[src/rtl/nibble_serial_subtractor_pkg.sv]
// Shared types and constants for the nibble-serial 32-bit subtractor.
// One 4-bit borrow look-ahead slice is reused for every nibble.
package sub_pkg;

    localparam int NIB_W   = 4;
    localparam int DATA_W  = 32;
    localparam int CNT_W   = 3;
    localparam int NIBBLES = 8;

    typedef enum logic [1:0] {
        IDLE = 2'd0,
        RUN  = 2'd1,
        DONE = 2'd2
    } state_e;

endpackage

[src/rtl/nibble_serial_subtractor_if.sv]
// Start/done handshake and operand/result bus of the nibble-serial subtractor.
// The master drives requests; the slave is the subtractor.
interface nibble_serial_subtractor_if;
    import sub_pkg::*;

    logic              inp_start;
    logic [DATA_W-1:0] inp_A;
    logic [DATA_W-1:0] inp_B;
    logic              inp_bin;
    logic [DATA_W-1:0] out_D;
    logic              out_bout;
    logic              out_zero;
    logic              out_ovf;
    logic              out_busy;
    logic              out_done;

    modport master (
        output inp_start, inp_A, inp_B, inp_bin,
        input  out_D, out_bout, out_zero, out_ovf, out_busy, out_done
    );

    modport slave (
        input  inp_start, inp_A, inp_B, inp_bin,
        output out_D, out_bout, out_zero, out_ovf, out_busy, out_done
    );

endinterface

[src/rtl/nibble_serial_subtractor_borrow.sv]
// Combinational 4-bit borrow look-ahead subtract slice: d = a - b - bin.
// b3_in is the borrow into bit 3, needed upstream for signed overflow.
module nibble_borrow_lookahead
    import sub_pkg::*;
(
    input  logic [NIB_W-1:0] a,
    input  logic [NIB_W-1:0] b,
    input  logic             bin,
    output logic [NIB_W-1:0] d,
    output logic             bout,
    output logic             b3_in
);

    logic [NIB_W-1:0] g_s;
    logic [NIB_W-1:0] p_s;
    logic [NIB_W:0]   c_s;

    // Generate when a=0,b=1; propagate an incoming borrow when a==b.
    assign g_s = ~a & b;
    assign p_s = ~(a ^ b);

    assign c_s[0] = bin;
    assign c_s[1] = g_s[0] | (p_s[0] & bin);
    assign c_s[2] = g_s[1] | (p_s[1] & g_s[0]) | (p_s[1] & p_s[0] & bin);
    assign c_s[3] = g_s[2] | (p_s[2] & g_s[1]) | (p_s[2] & p_s[1] & g_s[0])
                  | (p_s[2] & p_s[1] & p_s[0] & bin);
    assign c_s[4] = g_s[3] | (p_s[3] & g_s[2]) | (p_s[3] & p_s[2] & g_s[1])
                  | (p_s[3] & p_s[2] & p_s[1] & g_s[0])
                  | (p_s[3] & p_s[2] & p_s[1] & p_s[0] & bin);

    assign d     = a ^ b ^ c_s[NIB_W-1:0];
    assign bout  = c_s[4];
    assign b3_in = c_s[3];

endmodule

[src/rtl/nibble_serial_subtractor.sv]
// 32-bit subtractor D = A - B - bin, one nibble per clock, LSB nibble first.
// Result flags update only on the final nibble; they hold otherwise.
module nibble_serial_subtractor
    import sub_pkg::*;
#(
    parameter int NIBBLES_P = NIBBLES
) (
    input  logic                      inp_clk,
    input  logic                      inp_rst,
    nibble_serial_subtractor_if.slave bus
);

    localparam logic [CNT_W-1:0] CNT_LAST = CNT_W'(NIBBLES_P - 1);
    localparam logic [CNT_W-1:0] CNT_ONE  = 3'd1;

    state_e            state_q, state_d;
    logic [DATA_W-1:0] a_q, a_d;
    logic [DATA_W-1:0] b_q, b_d;
    logic [DATA_W-1:0] res_q, res_d;
    logic              borrow_q, borrow_d;
    logic [CNT_W-1:0]  cnt_q, cnt_d;
    logic [DATA_W-1:0] dout_q, dout_d;
    logic              bout_q, bout_d;
    logic              zero_q, zero_d;
    logic              ovf_q, ovf_d;

    logic [NIB_W-1:0]  slice_a_s;
    logic [NIB_W-1:0]  slice_b_s;
    logic [NIB_W-1:0]  slice_d_s;
    logic              slice_bout_s;
    logic              slice_b3_s;

    assign slice_a_s = a_q[{cnt_q, 2'b00} +: NIB_W];
    assign slice_b_s = b_q[{cnt_q, 2'b00} +: NIB_W];

    nibble_borrow_lookahead u_slice (
        .a     (slice_a_s),
        .b     (slice_b_s),
        .bin   (borrow_q),
        .d     (slice_d_s),
        .bout  (slice_bout_s),
        .b3_in (slice_b3_s)
    );

    // Next-state and datapath update for the IDLE/RUN/DONE sequencer.
    always_comb begin
        state_d  = state_q;
        a_d      = a_q;
        b_d      = b_q;
        res_d    = res_q;
        borrow_d = borrow_q;
        cnt_d    = cnt_q;
        dout_d   = dout_q;
        bout_d   = bout_q;
        zero_d   = zero_q;
        ovf_d    = ovf_q;
        case (state_q)
            IDLE: begin
                if (bus.inp_start) begin
                    state_d  = RUN;
                    a_d      = bus.inp_A;
                    b_d      = bus.inp_B;
                    borrow_d = bus.inp_bin;
                    cnt_d    = {CNT_W{1'b0}};
                end else begin
                    state_d = IDLE;
                end
            end
            RUN: begin
                res_d[{cnt_q, 2'b00} +: NIB_W] = slice_d_s;
                borrow_d = slice_bout_s;
                cnt_d    = cnt_q + CNT_ONE;
                if (cnt_q == CNT_LAST) begin
                    state_d = DONE;
                    dout_d  = res_d;
                    bout_d  = slice_bout_s;
                    zero_d  = (res_d == {DATA_W{1'b0}});
                    ovf_d   = slice_b3_s ^ slice_bout_s;
                end else begin
                    state_d = RUN;
                end
            end
            DONE: begin
                state_d = IDLE;
            end
            default: begin
                state_d = IDLE;
            end
        endcase
    end

    // State and datapath registers; reset clears everything, aborting any operation.
    always_ff @(posedge inp_clk or posedge inp_rst) begin
        if (inp_rst) begin
            state_q  <= IDLE;
            a_q      <= {DATA_W{1'b0}};
            b_q      <= {DATA_W{1'b0}};
            res_q    <= {DATA_W{1'b0}};
            borrow_q <= 1'b0;
            cnt_q    <= {CNT_W{1'b0}};
            dout_q   <= {DATA_W{1'b0}};
            bout_q   <= 1'b0;
            zero_q   <= 1'b0;
            ovf_q    <= 1'b0;
        end else begin
            state_q  <= state_d;
            a_q      <= a_d;
            b_q      <= b_d;
            res_q    <= res_d;
            borrow_q <= borrow_d;
            cnt_q    <= cnt_d;
            dout_q   <= dout_d;
            bout_q   <= bout_d;
            zero_q   <= zero_d;
            ovf_q    <= ovf_d;
        end
    end

    assign bus.out_D    = dout_q;
    assign bus.out_bout = bout_q;
    assign bus.out_zero = zero_q;
    assign bus.out_ovf  = ovf_q;
    assign bus.out_busy = (state_q != IDLE);
    assign bus.out_done = (state_q == DONE);

endmodule
[src/flat_wrapper.sv]
// flat-port wrapper written by rule: the top's interface ports become plain ports
module nibble_serial_subtractor_flat import sub_pkg::*;
#(
    parameter int NIBBLES_P = NIBBLES
)
  (inp_clk, inp_rst, bus_inp_start, bus_inp_A, bus_inp_B, bus_inp_bin, bus_out_D, bus_out_bout, bus_out_zero, bus_out_ovf, bus_out_busy, bus_out_done);
  nibble_serial_subtractor_if bus_i ();
  input  logic inp_clk;
  input  logic inp_rst;
  input wire logic [$bits(bus_i.inp_start)-1:0] bus_inp_start;
  input wire logic [$bits(bus_i.inp_A)-1:0] bus_inp_A;
  input wire logic [$bits(bus_i.inp_B)-1:0] bus_inp_B;
  input wire logic [$bits(bus_i.inp_bin)-1:0] bus_inp_bin;
  output wire logic [$bits(bus_i.out_D)-1:0] bus_out_D;
  output wire logic [$bits(bus_i.out_bout)-1:0] bus_out_bout;
  output wire logic [$bits(bus_i.out_zero)-1:0] bus_out_zero;
  output wire logic [$bits(bus_i.out_ovf)-1:0] bus_out_ovf;
  output wire logic [$bits(bus_i.out_busy)-1:0] bus_out_busy;
  output wire logic [$bits(bus_i.out_done)-1:0] bus_out_done;
  assign bus_i.inp_start = bus_inp_start;
  assign bus_i.inp_A = bus_inp_A;
  assign bus_i.inp_B = bus_inp_B;
  assign bus_i.inp_bin = bus_inp_bin;
  assign bus_out_D = bus_i.out_D;
  assign bus_out_bout = bus_i.out_bout;
  assign bus_out_zero = bus_i.out_zero;
  assign bus_out_ovf = bus_i.out_ovf;
  assign bus_out_busy = bus_i.out_busy;
  assign bus_out_done = bus_i.out_done;
  nibble_serial_subtractor #(.NIBBLES_P(NIBBLES_P)) u_core (.inp_clk(inp_clk), .inp_rst(inp_rst), .bus(bus_i));
endmodule
[config.mk]
export PLATFORM = sky130hd
export DESIGN_NAME = nibble_serial_subtractor_flat
export DESIGN_NICKNAME = d
export VERILOG_FILES = /design/src/rtl/nibble_serial_subtractor_pkg.sv /design/src/rtl/nibble_serial_subtractor_if.sv /design/src/rtl/nibble_serial_subtractor_borrow.sv /design/src/rtl/nibble_serial_subtractor.sv /design/src/flat_wrapper.sv
export SDC_FILE = /design/constraint.sdc
export NUM_CORES = 1
export LEC_CHECK = 0
export ABC_CLOCK_PERIOD_IN_PS = 4700
export BUFFER_PORTS_ARGS = -buffer_cell sky130_fd_sc_hd__clkbuf_2
export CAP_MARGIN = 40
export CORE_MARGIN = 4
export CORE_UTILIZATION = 56
export DETAILED_ROUTE_END_ITERATION = 12
export GPL_TIMING_DRIVEN = 0
export HOLD_SLACK_MARGIN = 0.06
export PLACE_DENSITY = 0.79
export SLEW_MARGIN = 20
export SYNTH_ARGS = -nofsm -noshare
export SYNTH_HDL_FRONTEND = slang
export SYNTH_SLANG_ARGS = --single-unit
[constraint.sdc]
create_clock -name inp_clk -period 4.7 [get_ports inp_clk]
set_input_delay 0.47 -clock inp_clk [delete_from_list [all_inputs] [get_ports inp_clk]]
set_output_delay 0.47 -clock inp_clk [all_outputs]
set_load 0.05 [all_outputs]
# After elaboration in Yosys (flattened, before gate mapping)
# Index checks and enable logic that the tools add are counted.
# totals
output_inout_bits	37
ff_bits	137
ramBits	0
romBits	0
mem_count	0
latch_bits	0
in_bits	68
wordCells	67
# classes
mul	0
n_bitwise	32
addsub	2
div_mod_pow	0
n_mux	8
magnitude_cmp	0
shift	4
n_reduce_logical	7
n_eq_ne	4
# op_table
op	count
$shiftx A32 B6 Y4	2
$bwmux W32	1
$logic_not A32 Y1	1
$shift A4 B7 Y32 const A	1
$shiftx A4 B7 Y32	1
$and A1 B1 Y1	16
$or A1 B1 Y1	10
$not A4 Y4	2
$xor A4 B4 Y4	2
$neg A5 Y7	1
$pmux W3 S2	1
$reduce_and A2 Y1	3
$and A4 B4 Y4	1
$pmux W2 S2	1
$reduce_bool A2 Y1	2
$add A3 B1 Y3 const B	1
$eq A3 B3 Y1 const B	1
$mux W3	1
$eq A2 B1 Y1 const B	1
$eq A2 B2 Y1 const B	1
$logic_not A2 Y1	1
$mux W1	2
$mux W2	1
$ne A2 B2 Y1 const B	1
other kinds (2)	2

# Logic depth before layout (Yosys ltp)
# logic_depth
depth_word	11
mapped_depth	13
mapped_depth_nobuf	10

# Cells and area by module
# Synthesis repeated with hierarchy kept, for this count alone.
# unflattened
hier_cells	710
hier_area_um2	6587.6
# by_module_without_submodules
module	area_per_inst_um2	cells_each	instances	seq_area_each_um2
nibble_serial_subtractor	6412.4	688	1	3428.3
nibble_borrow_lookahead	175.2	22	1	0.0

# Worst setup path before layout
# No wires, ideal clock.
# synth_timing
path_type	register to register
startpoint	register u_core.cnt_q[0]
endpoint	register u_core.zero_q (netlist: u_core.bus.out_zero)
required_time_ns	4.608
n_path_buf	2
setup_slack_ns	1.016
synth_period_minus_slack_ns	3.684
arrival_ns	3.593
stages_incl_launch_ff	12
path_cell_list	dfrtp_1 -> buf_2 -> buf_1 -> mux4_2 -> mux2i_1 -> ha_1 -> a41oi_1 -> o21ai_2 -> xor2_1 -> a21oi_1 -> or4_1 -> o31ai_2
# synth_between
elab_chain_len	11
# synth_lines
item	line	rtl
start, declared	nibble_serial_subtractor.sv:21	logic [CNT_W-1:0] cnt_q, cnt_d;
start signal, assigned	nibble_serial_subtractor.sv:100	cnt_q <= {CNT_W{1'b0}};
start signal, assigned	nibble_serial_subtractor.sv:111	cnt_q <= cnt_d;
$shiftx A32 B6 Y4 (on tied branches)	nibble_serial_subtractor.sv:33, nibble_serial_subtractor.sv:34	
$xor A4 B4 Y4 / $not A4 Y4 (equally long branches)	nibble_serial_subtractor_borrow.sv:20, nibble_serial_subtractor_borrow.sv:31, nibble_serial_subtractor_borrow.sv:19	
$not A4 Y4 / $and A4 B4 Y4 (equally long branches)	nibble_serial_subtractor_borrow.sv:20, nibble_serial_subtractor_borrow.sv:19	
$and A1 B1 Y1 (on tied branches)	nibble_serial_subtractor_borrow.sv:25, nibble_serial_subtractor_borrow.sv:26	
$or A1 B1 Y1 (tied with other cells)	nibble_serial_subtractor_borrow.sv:25	assign c_s[3] = g_s[2] | (p_s[2] & g_s[1]) | (p_s[2] & p_s[1] & g_s[0])
$or A1 B1 Y1 / $and A1 B1 Y1 (equally long branches)	nibble_serial_subtractor_borrow.sv:25, nibble_serial_subtractor_borrow.sv:26	
$or A1 B1 Y1	nibble_serial_subtractor_borrow.sv:26	| (p_s[2] & p_s[1] & p_s[0] & bin);
$xor A4 B4 Y4	nibble_serial_subtractor_borrow.sv:31	assign d = a ^ b ^ c_s[NIB_W-1:0];
$shiftx A4 B7 Y32	nibble_serial_subtractor.sv:70	res_d[{cnt_q, 2'b00} +: NIB_W] = slice_d_s;
$bwmux W32	nibble_serial_subtractor.sv:70	
$logic_not A32 Y1	nibble_serial_subtractor.sv:77	zero_d = (res_d == {DATA_W{1'b0}});
end signal, assigned	nibble_serial_subtractor.sv:114	zero_q <= zero_d;
end, declared	nibble_serial_subtractor.sv:24	logic zero_q, zero_d;
# Parallel ways exist; a longest one is shown, timed or not.
# A chain may end at the register's enable or synchronous reset.

# Worst setup path after layout
# layout_timing
startpoint	register u_core.cnt_q[1]
endpoint	register u_core.zero_q (netlist: u_core.bus.out_zero)
# Same word-level chain as after synthesis.

==> impl_metrics.py <==
metrics = {
    "run_status": {
        "status": "finished clean",
    },
    "layout": {
        "multi_input_area_um2": 2820,
        "fin_nets": 766,
        "drive_gt1_frac": 0.347,
        "area_growth_pct": 20.8,
        "instances_no_fill": 841,
        "final_util": 0.702,
        "nFillCells": 810,
        "final_common_cell": "dfrtp_1",
        "diodes": 0,
        "layout_common_cells": "137 x dfrtp_1, 105 x clkbuf_2, 93 x nand2_1",
        "seqCellArea_um2": 3430,
    },
    "grt": {
        "grt_pass1_wl_um": 25000,
        "grt_pass1_vias": 5080,
        "grt_overflow": 0,
        "grt_max_degree": 106,
        "track_usage": 0.245,
        "antenna_found_initial": 0,
    },
    "yosys": {
        "ys_seq_area_frac": 0.535,
        "syn_area_um2": 6410,
        "syn_inst": 563,
        "ys_async_sr_fraction": 1.00,
        "synth.distinct_cells": 52,
        "synth_area_per_cell_um2": 11.4,
        "synth_edf_count": 0,
        "synth-seq-cells": 137,
        "yosysWarnings": 0,
        "synth_flop_cell": "dfrtp_1",
        "syn_nets": 640,
    },
    "critical_path": {
        "cp_max_fo": 10,
        "r2r-start": "u_core.cnt_q[1]$_DFFE_PP0P_",
        "crit_required_ns": 5.02,
        "cp_data_arrival_time_ns": 4.61,
        "worstSetupPathType": "register to register",
        "start_kind": "register",
        "reg2reg_depth": 11,
        "r2r_slack_ns": 0.41,
        "end_kind": "register",
        "rr_endpoint": "u_core.bus.out_zero$_DFFE_PP0P_",
    },
    "die": {
        "initial_core_util": 0.581,
        "rows": 38,
        "fp.dieW_um": 115,
        "boundaryPins": 105,
        "dieArea_um2": 13200,
        "core_area_um2": 11000,
        "die_y_um": 115,
    },
    "clock_network": {
        "cts_tree": "yes",
        "cts.clk_slew.worst_paths_ns": 0.06,
        "cts.sinks": 137,
        "ctsLongestPathBuffers": 2,
        "clk_latency_ns": 0.42,
        "htreeDepth": 4,
        "numCtsBuffers": 17,
        "root_buffer": "clkbuf_16",
    },
    "routing": {
        "ant_nets": 0,
        "firstDrtPassIters": 4,
        "via_per_inst": 5.77,
        "vias": 4852,
        "detail_route.wl_per_cell_um": 18.2,
        "drt_wl_total_um": 15300,
        "first_iter_violations": 265,
        "drc": 0,
    },
    "placed_design": {
        "finalWeightedCongestion": 0.906,
        "dp_slack_ns": 0.0561,
        "dp_hpwl_um": 10800,
        "placed_cells": 809,
        "port_buffers": 104,
    },
    "timing": {
        "setup_viol": 0,
        "worst_pin_slew_ns": 0.647,
        "slew_headroom": 0.567,
        "period_share": 0.912,
        "fin_skew_ns": 0.00809,
        "finalHoldViolations": 0,
        "drv_slew": 0,
        "rsz0062_at_grt": "false",
        "fin_ws_ns": 0.413,
        "fmax_mhz": 233,
        "period_needed_ns": 4.29,
    },
    "min_path": {
        "min_path_cells": 2,
        "hold_start": "bus_inp_B[12]",
        "min_to": "u_core.b_q[12]$_DFFE_PP0P_",
        "hold_path_class": "input port to register",
    },
    "run": {
        "drv_cap": 0,
    },
}
==> layout make-up <==
cell class	instances	share of cell area
timing repair buffer	107	0.0731
sequential	137	0.443
clock inverter	13	0.0168
multi-input combinational	386	0.364
clock buffer	18	0.0567
inverter	8	0.00485
tap	140	0.0226
buffer	32	0.0186
==> how the worst max path moves through the flow <==
stage / from / to / slack [ns] / cells past startpoint
after floorplan: inp_rst / u_core.a_q[0]$_DFFE_PP0P_ / 0.56 / 1
after global placement: inp_rst / u_core.b_q[25]$_DFFE_PP0P_ / -0.62 / 2
after detailed placement: u_core.cnt_q[0]$_DFFE_PP0P_ / u_core.bus.out_zero$_DFFE_PP0P_ / 0.06 / 11
after CTS: u_core.cnt_q[0]$_DFFE_PP0P_ / u_core.bus.out_zero$_DFFE_PP0P_ / 0.26 / 11
after global routing: u_core.cnt_q[1]$_DFFE_PP0P_ / u_core.bus.out_zero$_DFFE_PP0P_ / 0.24 / 11
final: u_core.cnt_q[1]$_DFFE_PP0P_ / u_core.bus.out_zero$_DFFE_PP0P_ / 0.41 / 11
==> through the flow <==
step / TNS [ns] / area [um^2] / hold slack (ns)
after floorplan: 0 / 6410 / 0.449
after global placement: -83.37 / 7100 / 0.460
after detailed placement: 0 / 7140 / 0.448
after CTS: 0 / 7730 / 0.269
after global routing: 0 / 7740 / 0.274
final: 0 / 7740 / 0.280
==> logic make-up (layout without fill, tap and decap cells) <==
group,Yosys count,in the layout,synth area share
DFF,137,137,0.535
and+or+nand+nor,156,156,0.111
xor gates and xnor gates,5,5,0.00684
muxes,96,96,0.195
AOI/OAI and AO/OA,120,120,0.107
buffers and inverters,40,178,0.0270
adders and majority gates,9,9,0.0188
==> cells in the mapped netlist, types with 2 or more instances <==
cell type | number | share of area
mux2i_1 | 11 | 0.017
dfrtp_1 | 137 | 0.54
buf_2 | 6 | 0.0047
a21o_1 | 2 | 0.0023
inv_1 | 7 | 0.0041
nor2_1 | 34 | 0.020
and3_1 | 2 | 0.0020
buf_6 | 2 | 0.0035
xor2_1 | 3 | 0.0041
a21oi_1 | 24 | 0.019
o21ai_0 | 71 | 0.055
nor4_1 | 2 | 0.0020
nor2b_1 | 3 | 0.0029
mux4_2 | 16 | 0.056
o2111ai_1 | 2 | 0.0027
o32ai_1 | 2 | 0.0027
nand3_1 | 4 | 0.0031
o31ai_1 | 3 | 0.0035
nand2b_1 | 3 | 0.0029
a22oi_1 | 3 | 0.0035
buf_1 | 3 | 0.0018
mux2_2 | 69 | 0.12
nand4b_1 | 2 | 0.0027
nor4b_4 | 2 | 0.0074
ha_1 | 8 | 0.016
nor3_1 | 2 | 0.0016
nand2_1 | 93 | 0.054
clkbuf_1 | 21 | 0.012
o41ai_1 | 2 | 0.0027
xnor2_1 | 2 | 0.0027
==> worst max-delay path: stages (launching register included) <==
cell     delay, ns
dfrtp_1       0.37
buf_2         0.28
buf_1         0.53
mux4_2        0.44
mux2i_1       0.29
ha_1          0.32
a41oi_1       0.30
o21ai_2       0.15
xor2_2        0.45
a21oi_1       0.25
or4_1         0.59
o31ai_2       0.23
==> state kept, by name, indices dropped and copies added (netlist names), 2 cells and up <==
signal / cells
u_core.a_q: 32
u_core.b_q: 32
u_core.bus.out_D: 32
u_core.cnt_q: 3
u_core.res_q: 32
u_core.state_q: 2
==> metal layers <==
| layer | track usage | up-vias | part of all wire |
|---|---|---|---|
| met4 | 0.0939 | 0 | 0.025 |
| li1 | - | 2250 | - |
| met2 | 0.416 | 176 | 0.50 |
| met1 | 0.301 | 2393 | 0.41 |
| met5 | 0 | - | 0 |
| met3 | 0.0637 | 33 | 0.066 |
==> timing repair <==
action | 4_1_cts | 5_1_grt
gates resized for setup | 1 | 3
endpoints found under the setup margin | 1 | 1
endpoints found under the hold margin | 32 | 0
hold buffers | 1 | 0
setup buffers | 0 | 0
gates cloned | 0 | 0
Power is not shown: default switching activity piles up to over one toggle a cycle in this logic, so the estimate is an artifact.
